File: src/rtl/alu_mac_client_pkg.sv
// Shared ALU configuration: field widths, opcodes and the request bundle
// presented to the key arbiter.
package alu_mac_client_pkg;

   localparam int KEY_SIZE     = 8;
   localparam int OPCODE_SIZE  = 4;
   localparam int OPERAND_SIZE = 32;

   typedef enum logic [OPCODE_SIZE-1:0] {
      ALU_NOP = 4'h0,
      ALU_ADD = 4'h1,
      ALU_SUB = 4'h2,
      ALU_MUL = 4'h3
   } alu_op_e;

   typedef struct packed {
      logic [KEY_SIZE-1:0]     key;
      alu_op_e                 op;
      logic [OPERAND_SIZE-1:0] a;
      logic [OPERAND_SIZE-1:0] b;
   } alu_req_t;

   // A zero key means "no request", so every other field collapses to zero with it.
   function automatic alu_req_t alu_req(input logic [KEY_SIZE-1:0]     key,
                                        input alu_op_e                 op,
                                        input logic [OPERAND_SIZE-1:0] a,
                                        input logic [OPERAND_SIZE-1:0] b);
      alu_req_t r;
      r = '0;
      if (key != '0) begin
         r.key = key;
         r.op  = op;
         r.a   = a;
         r.b   = b;
      end
      return r;
   endfunction

endpackage

File: src/rtl/alu_mac_client.sv
// Y = A*B + C client of a shared, key-arbitrated ALU: issues a MUL request, then an
// ADD request carrying the product, and reports done_o or a timeout abort on err_o.
module alu_mac_client
   import alu_mac_client_pkg::*;
#(
   parameter logic [KEY_SIZE-1:0] KEY     = 8'h06,
   parameter int                  TIMEOUT = 255
) (
   input  logic                    clk,
   input  logic                    rst,
   input  logic                    start_i,
   input  logic [OPERAND_SIZE-1:0] A_i,
   input  logic [OPERAND_SIZE-1:0] B_i,
   input  logic [OPERAND_SIZE-1:0] C_i,
   output logic                    busy_o,
   output logic                    done_o,
   output logic                    err_o,
   output logic [OPERAND_SIZE-1:0] Y_o,
   output logic [OPCODE_SIZE-1:0]  op_o,
   output logic [KEY_SIZE-1:0]     key_o,
   output logic [OPERAND_SIZE-1:0] A_o,
   output logic [OPERAND_SIZE-1:0] B_o,
   input  logic [KEY_SIZE-1:0]     alu_key_i,
   input  logic [OPERAND_SIZE-1:0] alu_O_i
);

   typedef enum logic [1:0] {IDLE, MUL_REQ, ADD_REQ, DONE} state_e;

   localparam int                CNT_W    = (TIMEOUT < 2) ? 1 : $clog2(TIMEOUT + 1);
   localparam logic [CNT_W-1:0]  CNT_LAST = CNT_W'(TIMEOUT - 1);

   state_e                  state_q, state_d;
   alu_req_t                req_q, req_d;   // latched A/B during MUL_REQ, product/C during ADD_REQ
   logic [OPERAND_SIZE-1:0] c_q, c_d;
   logic [OPERAND_SIZE-1:0] y_q, y_d;
   logic [CNT_W-1:0]        cnt_q, cnt_d;
   logic                    busy_q, busy_d;
   logic                    done_q, done_d;
   logic                    err_q, err_d;

   logic key_hit;
   logic wait_expired;

   assign key_hit      = (alu_key_i == KEY);
   // A matching result on the final waiting cycle is accepted rather than timed out.
   assign wait_expired = !key_hit && (cnt_q == CNT_LAST);

   always_comb begin
      // NOTE: every _d signal takes its hold value first, so no branch can infer a latch.
      state_d = state_q;
      req_d   = req_q;
      c_d     = c_q;
      y_d     = y_q;
      cnt_d   = cnt_q;
      busy_d  = busy_q;
      done_d  = 1'b0;
      err_d   = 1'b0;

      case (state_q)
         IDLE: begin
            if (start_i) begin
               c_d     = C_i;
               cnt_d   = '0;
               busy_d  = 1'b1;
               req_d   = alu_req(KEY, ALU_MUL, A_i, B_i);
               state_d = MUL_REQ;
            end
         end

         MUL_REQ, ADD_REQ: begin
            if (key_hit) begin
               cnt_d = '0;
               if (state_q == MUL_REQ) begin
                  req_d   = alu_req(KEY, ALU_ADD, alu_O_i, c_q);
                  state_d = ADD_REQ;
               end else begin
                  y_d     = alu_O_i;
                  req_d   = '0;
                  busy_d  = 1'b0;
                  done_d  = 1'b1;
                  state_d = DONE;
               end
            end else if (wait_expired) begin
               cnt_d   = '0;
               req_d   = '0;
               busy_d  = 1'b0;
               err_d   = 1'b1;
               state_d = IDLE;
            end else begin
               cnt_d = cnt_q + CNT_W'(1);
            end
         end

         DONE: state_d = IDLE;

         default: state_d = IDLE;
      endcase
   end

   // NOTE: state registers use non-blocking assignments only; all next-state logic lives above.
   always_ff @(posedge clk) begin
      if (rst) begin
         state_q <= IDLE;
         req_q   <= '0;
         c_q     <= '0;
         y_q     <= '0;
         cnt_q   <= '0;
         busy_q  <= 1'b0;
         done_q  <= 1'b0;
         err_q   <= 1'b0;
      end else begin
         state_q <= state_d;
         req_q   <= req_d;
         c_q     <= c_d;
         y_q     <= y_d;
         cnt_q   <= cnt_d;
         busy_q  <= busy_d;
         done_q  <= done_d;
         err_q   <= err_d;
      end
   end

   assign busy_o = busy_q;
   assign done_o = done_q;
   assign err_o  = err_q;
   assign Y_o    = y_q;
   assign key_o  = req_q.key;
   assign op_o   = req_q.op;
   assign A_o    = req_q.a;
   assign B_o    = req_q.b;

endmodule
File: config.mk
export PLATFORM = sky130hd
export DESIGN_NAME = alu_mac_client
export DESIGN_NICKNAME = d
export VERILOG_FILES = /design/src/rtl/alu_mac_client_pkg.sv /design/src/rtl/alu_mac_client.sv
export SDC_FILE = /design/constraint.sdc
export NUM_CORES = 1
export LEC_CHECK = 0
export ABC_AREA = 1
export CELL_PAD_IN_SITES_DETAIL_PLACEMENT = 0
export CELL_PAD_IN_SITES_GLOBAL_PLACEMENT = 1
export CORE_MARGIN = 4
export CORE_UTILIZATION = 34
export CTS_BUF_LIST = sky130_fd_sc_hd__clkbuf_4 sky130_fd_sc_hd__clkbuf_8
export CTS_CLUSTER_DIAMETER = 60
export DETAILED_ROUTE_END_ITERATION = 16
export PLACE_DENSITY_LB_ADDON = 0.25
export SLEW_MARGIN = 20
export SYNTH_ARGS = -nofsm -noshare
export SYNTH_HDL_FRONTEND = slang
export SYNTH_SLANG_ARGS = --single-unit
File: constraint.sdc
create_clock -name clk -period 3.5 [get_ports clk]
set_input_delay 0.7 -clock clk [delete_from_list [all_inputs] [get_ports clk]]
set_output_delay 0.7 -clock clk [all_outputs]
set_load 0.03 [all_outputs]
# ---- Word level (Yosys, flattened, before mapping)
# Index checks and enable logic that the tools add are counted.
dict set report op_classes {
  n_reduce_logical 13
  mux 21
  eq_ne 8
  addsub 1
  bitwise_logic 3
}
# cell count
set op_table {}
lappend op_table {{2-to-1 mux 76 bit} 3}
lappend op_table {{case mux 76 bit (2 select lines)} 1}
lappend op_table {{2-to-1 mux 71 bit} 1}
lappend op_table {{2-to-1 mux 8 bit} 3}
lappend op_table {{case mux 8 bit (2 select lines)} 1}
lappend op_table {{adder 8 x 1 -> 8 bit, second input constant} 1}
lappend op_table {{== test 8 x 3 -> 1 bit, second input constant} 1}
lappend op_table {{== test 8 bit, second input constant} 1}
lappend op_table {{2-to-1 mux 1 bit} 7}
lappend op_table {{2-to-1 mux 2 bit} 3}
lappend op_table {{inequality test 3 bit, second input constant} 2}
lappend op_table {{case mux 2 bit (3 select lines)} 1}
lappend op_table {{AND reduction 2 bit} 3}
lappend op_table {{AND reduction 3 bit} 2}
lappend op_table {{OR reduction 3 bit} 2}
lappend op_table {{== test 2 bit, second input constant} 2}
lappend op_table {{AND reduction 4 bit} 1}
lappend op_table {{inverter 1 bit} 3}
lappend op_table {{== test 2 x 1 -> 1 bit, second input constant} 1}
lappend op_table {{logical NOT 2 bit} 1}
lappend op_table {{inequality test 2 bit, second input constant} 1}
lappend op_table {{case mux 1 bit (2 select lines)} 1}
lappend op_table {{nonzero test 2 bit} 1}
lappend op_table {{OR reduction 2 bit} 1}
lappend op_table {{other kinds (2)} 2}
dict set report totals {
  elab_cells 57
  regBits 153
}

# ---- Logic depth before layout (Yosys ltp)
dict set report depth {
  ltp_word 6
  mapped_depth 11
}

# ---- Worst setup path before layout
# OpenSTA, ideal clock, no wires.
dict set report synth_path {
  path_kind {input to register}
  start {input port alu_key_i[6]}
  end {register y_q[14] (netlist: Y_o[14])}
  stages 10
  path_slack_ps 1704
  path_buffers 2
  arrival_time_ps 1676
  required_time_ps 3381
  setup_ps 119
  path_cell_list {inv_1 > nand2_1 > nor2_1 > nand2_2 > nor2_4 > nand2_1 > buf_2 > clkbuf_1 > o21ai_0 > a21oi_1}
}
dict set report synth_via {
  elab_chain_cells 2
}
# element line
set synth_rtl {}
lappend synth_rtl {{from (decl)} alu_mac_client.sv:23} ;# input logic [KEY_SIZE-1:0] alu_key_i,
lappend synth_rtl {{== test 8 x 3 -> 1 bit} alu_mac_client.sv:44} ;# assign key_hit = (alu_key_i == KEY);
lappend synth_rtl {{AND reduction 3 bit (no line)} n/a}
lappend synth_rtl {{to (signal assigned)} alu_mac_client.sv:115} ;# y_q <= y_d;
lappend synth_rtl {{to (decl)} alu_mac_client.sv:35} ;# logic [OPERAND_SIZE-1:0] y_q, y_d;
# Every way passes these cells.
# A chain may end at the register's enable or synchronous reset.

# ---- Final worst setup path
dict set report layout_path {
  start {input port alu_key_i[2]}
  end {register y_q[7] (netlist: Y_o[7])}
}
# Same word-level chain as after synthesis.

==> impl_metrics.py <==
metrics = {
    "power": {
        "power.share.switching_pct": 33.02,
        "power.share.sequential_pct": 40.8,
        "internal-power_w": 0.003015,
        "power.share.combinational_pct": 28.1,
        "tot_pwr_w": 0.004502,
        "static-leakage-power_nw": 3.630,
        "power_density_nw_per_um2": 479.6,
        "p_clk_share_pct": 31.1,
        "ir_drop_uv": 225.9,
        "total_switching_power_w": 0.001487,
    },
    "grt": {
        "grtUsageMet3_pct": 6.231,
        "grt_pass1_vias": 6189,
        "antenna_violations_before_repair": 0,
        "pin_count_of_the_biggest_net_entering_global_routing": 67,
        "grt_usage_pct": 19.28,
        "gr-total-overflow": 0,
        "global_route.usage.met1_pct": 25.41,
        "gr_util_met2_pct": 30.68,
        "grt_busiest_layer": "met2",
        "grt_pass1_wl_um": 33250,
    },
    "sta": {
        "report.final.setup_viol": 0,
        "timing.slew.headroom_pct": 45.16,
        "setup_tns_ns": 0,
        "fin_skew_ns": 0.01197,
        "final-max-slew-violation-count": 0,
        "timing_worst_slew_pin_value_ns": 0.8226,
        "timing.fmax_mhz": 431.8,
        "report.final.hold_viol_count": 0,
        "layout_worst_path_cycle_share_pct": 66.18,
        "unrepaired_setup_endpoints_after_global_routing": "no",
        "period_needed_ns": 2.316,
    },
    "critical_path": {
        "timing.critical_path.to_type": "flop",
        "timing.critical_path.slowest_stage_cell": "sky130_fd_sc_hd__clkdlybuf4s50_1",
        "reg2reg_from": "state_q[1]",
        "worstRegToRegCells": 6,
        "cp_required_ns": 3.81,
        "worstSetupStartpointType": "input pin",
        "worstReg2RegEnd": "op_o[1]",
        "timing.reg2reg.setup_slack_ns": 1.30,
        "worstPathCellList": "clkdlybuf4s50_1, nand2_1, nor2_1, nand2_2, nor2_4, nand2_2, buf_4, o21ai_0, a21oi_1",
        "critical_path_arrival_ns": 2.63,
        "worstSetupPathType": "input pin to flop",
        "timing.critical_path.mode_cell": "sky130_fd_sc_hd__nand2_2",
        "cp_max_fo": 52,
        "critical_path.max_stage_delay_ns": 0.46,
    },
    "logic_synthesis": {
        "synthesis.area_per_instance_sq_um": 7.324,
        "syn_area_sq_um": 6548,
        "yosys_warnings": 0,
        "post_synth_inst_count": 894,
        "part_of_the_yosys_area_used_for_sequential_elements_pct": 43.72,
        "ys_async_sr_fraction_pct": 0,
        "synth_enable_flop_cells": 0,
        "postSynthRegisterBits": 143,
        "synth_cell_types": 30,
        "synth-main-ff-cell": "sky130_fd_sc_hd__dfxtp_1",
    },
    "hold_path": {
        "hold_path_class": "flop to flop",
        "hold-path-cell-count": 2,
        "hold_path.startpoint": "Y_o[23]",
        "hold_path_end": "Y_o[23]",
    },
    "detailed_routing": {
        "antenna_violating_nets_post_route": 0,
        "post_detailed_route_wirelength_per_cell_um": 15.24,
        "wirelength_um": 20910,
        "drt_first_pass_iters": 5,
        "post-route-drc-count": 0,
        "first_iter_violations": 263,
        "dr_total_vias": 6239,
        "avgViaCountPerCell": 4.547,
    },
    "layout": {
        "design.final.nets": 1245,
        "mostFrequentLayoutCells": "sky130_fd_sc_hd__nand2_1, sky130_fd_sc_hd__clkdlybuf4s50_1, sky130_fd_sc_hd__dfxtp_1, sky130_fd_sc_hd__nor2_1, sky130_fd_sc_hd__nand3_1",
        "drive_gt1_share_pct": 11.87,
        "final.fill_count": 1927,
        "layout.cells.most_common": "sky130_fd_sc_hd__nand2_1",
        "inserted_diodes": 0,
        "multi_input_comb_area_sq_um": 3047,
        "areaGrowthSynthToFinish_pct": 43.36,
        "ff_latch_area_sq_um": 2863,
    },
    "clock_network": {
        "cts_setup_buffers": 0,
        "cts.repair.resized": 0,
        "cts_tree": "done",
        "post_cts_hold_buffer_count": 0,
        "clkSinkCount": 143,
        "cts_max_level": 4,
        "cts_inserted_buffers": 17,
        "cts.clk_slew.worst_paths_ns": 0.08,
        "cts.path.max_buffers": 2,
        "cts-root-buf": "sky130_fd_sc_hd__clkbuf_8",
        "clock_latency_ns": 0.44,
    },
    "placed_design": {
        "io_buffer_count": 241,
        "globalplace.congestion": 0.8217,
        "hpwlAfterDp_um": 13590,
    },
    "outcome": {
        "status": "completed",
    },
    "floorplanning": {
        "dieArea_sq_um": 21540,
        "fp.coreArea_sq_um": 18830,
        "floorplan.die.width_um": 146.8,
        "ios": 250,
        "rows": 50,
        "die_height_um": 146.8,
        "initial_utilization_pct": 34.77,
    },
    "run": {
        "max_cap_viol_count": 0,
    },
}
layer usage:
| layer | up-vias | wire, um |
|---|---|---|
| met4 | 0 | 225 |
| li1 | 3236 | - |
| met5 | - | 0 |
| met2 | 180 | 9385 |
| met3 | 15 | 1518 |
| met1 | 2808 | 9778 |
registers in the layout, indices dropped and copies added, names as in the netlist:
signal	cells
state_q	2
done_o	1
A_o	32
cnt_q	8
Y_o	32
err_o	1
B_o	32
busy_o	1
c_q	32
op_o	2
layout make-up:
type | instances | area share (%)
Multi-Input combinational cell | 630 | 32.46
Tap cell | 260 | 3.466
Clock inverter | 10 | 1.453
Inverter | 56 | 2.293
Timing Repair Buffer | 252 | 26.82
Clock buffer | 21 | 3.013
Sequential cell | 143 | 30.50
power groups by stage:
stage	Sequential [W]	Combinational, W	Clock, W
global route	0.00185	0.00138	0.00152
floorplan	0.00204	0.000658	0
finish	0.00184	0.00126	0.00140
detailed placement	0.00187	0.00128	0
CTS	0.00184	0.00128	0.00145
global placement	0.00187	0.00128	0
through the flow:
step	setup slack [ns]	hold slack, ns	util (%)	instance area (sq um)	cells
finish	1.184	0.4428	49.85	9387	1372
global route	1.028	0.4620	49.85	9387	1372
CTS	1.193	0.4467	49.85	9387	1372
detailed placement	0.7158	0.4341	47.62	8967	1341
global placement	0.7445	0.4309	47.62	8967	1341
floorplan	1.704	0.4559	-	6574	901
logic make-up after synthesis:
group | count (synthesis) | share of synthesized area, %
simple gates | 441 | 28.43
compound gates | 171 | 15.88
flops | 143 | 43.72
buf+inv | 128 | 10.22
fa+ha+maj | 6 | 1.147
xor+xnor | 4 | 0.5352
other cells | 1 | 0.05727
worst max path at each step:
| stage | startpoint | endpoint | slack, ns | cells after the start |
|---|---|---|---|---|
| 6_report | alu_key_i[2] | Y_o[7] | 1.18 | 9 |
| 5_1_grt | alu_key_i[7] | Y_o[1] | 1.03 | 10 |
| 4_1_cts | alu_key_i[2] | A_o[7] | 1.19 | 9 |
| 3_5_place_dp | alu_key_i[2] | B_o[11] | 0.72 | 9 |
| 3_3_place_gp | alu_key_i[2] | B_o[22] | 0.74 | 9 |
| 2_1_floorplan | alu_key_i[6] | Y_o[14] | 1.70 | 10 |
cell usage after synthesis, types with 2 or more instances:
cell                         n  area, sq um
sky130_fd_sc_hd__nand2_1   253        949.7
sky130_fd_sc_hd__dfxtp_1   143         2863
sky130_fd_sc_hd__nor2_1     79        296.5
sky130_fd_sc_hd__nand3_1    67        335.3
sky130_fd_sc_hd__o21ai_0    66        330.3
sky130_fd_sc_hd__a21oi_1    55        275.3
sky130_fd_sc_hd__inv_1      55        206.5
sky130_fd_sc_hd__a21oi_2    48        420.4
sky130_fd_sc_hd__clkbuf_1   36        135.1
sky130_fd_sc_hd__nand2_2    32        200.2
sky130_fd_sc_hd__buf_4      16        120.1
sky130_fd_sc_hd__buf_2       6        30.03
sky130_fd_sc_hd__buf_6       6        67.56
sky130_fd_sc_hd__ha_1        6        75.07
sky130_fd_sc_hd__buf_1       3        11.26
sky130_fd_sc_hd__buf_12      3        60.06
sky130_fd_sc_hd__nor3_1      3        15.01
sky130_fd_sc_hd__xor2_1      3        26.28
sky130_fd_sc_hd__buf_8       2        30.03
sky130_fd_sc_hd__nand4_1     2        12.51
worst max-delay path, delay by kind of cell:
kind / cells / cell delay (ns)
AND/OR/NAND/NOR: 5 / 0.82
buffers and inverters: 2 / 0.81
AO/OA/AOI/OAI: 2 / 0.29
Note: power is estimated with default switching activity, not from simulation.
==> edit: new RTL, config.mk and constraints unchanged <==
The package constant `KEY_SIZE` goes from 8 to 16.
--- a/src/rtl/alu_mac_client_pkg.sv
+++ b/src/rtl/alu_mac_client_pkg.sv
@@ -2,7 +2,7 @@
 // presented to the key arbiter.
 package alu_mac_client_pkg;
 
-   localparam int KEY_SIZE     = 8;
+   localparam int KEY_SIZE     = 16;
    localparam int OPCODE_SIZE  = 4;
    localparam int OPERAND_SIZE = 32;
 
Ports: changed (resized alu_key_i and key_o); port bits go from 250 to 266. No check against the original RTL was run, so the function may have changed too.
==> edit against the original RTL <==
Sequential share of layout area shrank 2.5 points; worst hold slack gained 0.042 ns; wire length grew 15%; sequential cell count is the same; cell area grew 9.0%; synthesized area grew 11%; first-iteration DRC count grew 41%; global-route usage grew 0.28 points; combinational power grew 25%; non-clock buffer count grew 11; setup slack lost 0.67 ns; total power grew 7.4%; final cell count grew 21%.
==> edit: results (changes against the original RTL) <==
[layout]
multi_input_gates = 822  ; +30%
buffers = 263  ; +4.4%
num-nets-final = 1529  ; +23%
seq_cells = 143  ; unchanged
n_fill_cell = 2204  ; +14%
final_cells = 1663  ; +21%
nonClkBufAreaFrac = 0.256  ; -0.0119
clkCellAreaFrac = 0.0394  ; -0.00528
post-route-util = 0.487  ; -0.0117
drive_above_1_share = 0.0439  ; -0.0748
clock_buffers = 17  ; -19%
inverters = 129  ; +130%
multi_input_area_um2 = 3510  ; +15%

[synthesis]
synth-compound-area-share = 0.0512  ; -0.108
synth_fa_ha_area_frac = 0.0103  ; -0.00112
synthesis.area_per_instance_um2 = 6.20  ; -15%
yosysSeqAreaShare = 0.394  ; -0.0428
synth_xor_area_frac = 0.00362  ; -0.00173
synth.top_cells.by_count = nand2_1 (333), nor2_1 (291), dfxtp_1 (143)
yosys_warnings = 0  ; unchanged
synthMuxAreaShare = 0  ; unchanged
ys_types = 30  ; unchanged
synthTopCellsByArea = dfxtp_1 (39%), nand2_1 (17%), nor2_1 (15%)

[critical_path]
regToRegSetupSlack_ns = 0.52  ; -0.78 ns
worstPathArrival_ns = 3.37  ; +0.74 ns
rr_endpoint = B_o[17]$_SDFFE_PP0P_
crit_path_start = state_q[0]$_SDFFE_PP0P_
worstRegToRegCells = 9  ; +3
crit_slowest_cell = ha_2
worst-setup-path-type = reg -> reg
cp_max_fo = 62  ; +19%
critPathMaxStageDelay_ns = 0.69  ; +0.23 ns

[placement]
place_inst = 1632  ; +22%
place_area_um2 = 9830  ; +9.6%
io_buffers = 249  ; +3.3%
dp_hpwl_mm = 16.0  ; +18%
gp_congestion = 0.811  ; -1.4%
dp_slack_ns = 0.555  ; -0.161 ns

[timing]
hold-worst-slack_ns = 0.485  ; +0.0418 ns
skew_ns = 0.0125  ; +0.000557 ns
tightest_slew_ns = 0.994  ; +0.171 ns
layout_min_cycle_time_ns = 2.98  ; +0.668 ns

[status]
outcome = complete, no violations

[global_routing]
grt_pass1_wl_mm = 37.7  ; +14%
grt_pass1_vias = 7219  ; +17%
grt_usage = 0.196  ; +0.00285
grt_start_max_net_pins = 74  ; +10%

[floorplan]
die_area_um2 = 23700  ; +10%

[detailed_routing]
first_pass_iters = 5  ; unchanged
drt_iter0_markers = 372  ; +41%
wire_per_inst_um = 14.4  ; -5.5%

[worst_hold_path]
min_to = op_o[1]$_SDFFE_PP0P_
min_from = op_o[1]$_SDFFE_PP0P_

[clocking]
cts_resized = 0  ; unchanged
clk_pin_slew_ns = 0.09

[power]
peakVddDrop_uv = 251  ; +11%
leakagePower_uw = 0.00492  ; +36%

[edit: changes by cell type in the layout (fill, tap and decap cells not counted), sizes merged, moves of 4 or more]
| cell | change |
|---|---|
| nor2 | +213 |
| a21oi | -100 |
| inv | +73 |
| nand2 | +50 |
| nand4 | +49 |
| nand3 | -47 |
| nor3 | +18 |
| clkdlybuf4s50 | +9 |
| conb | +8 |
| clkbuf | -4 |
[edit: metal layers]
layer  track usage  wire, um  vias up
li1              -         -     3934
met1         0.251     11000     3317
met2         0.325     11100      218
met3        0.0563      1600       18
met4        0.0479       270        2
met5             0        13        -
[edit: report_power, final]
group	leakage (uW)	internal [uW]	switching, uW
Sequential	0.00117	1800	92.2
Clock	0.000190	700	673
Combinational	0.00356	609	963
Total	0.00492	3110	1730
[edit: critical path: cells and delay by family, from the launching register on]
family	cells	cell delay, ns
flops	1	0.41
compound gates	1	0.28
fa+ha+maj	1	0.69
buf+inv	3	0.87
simple gates	4	0.61
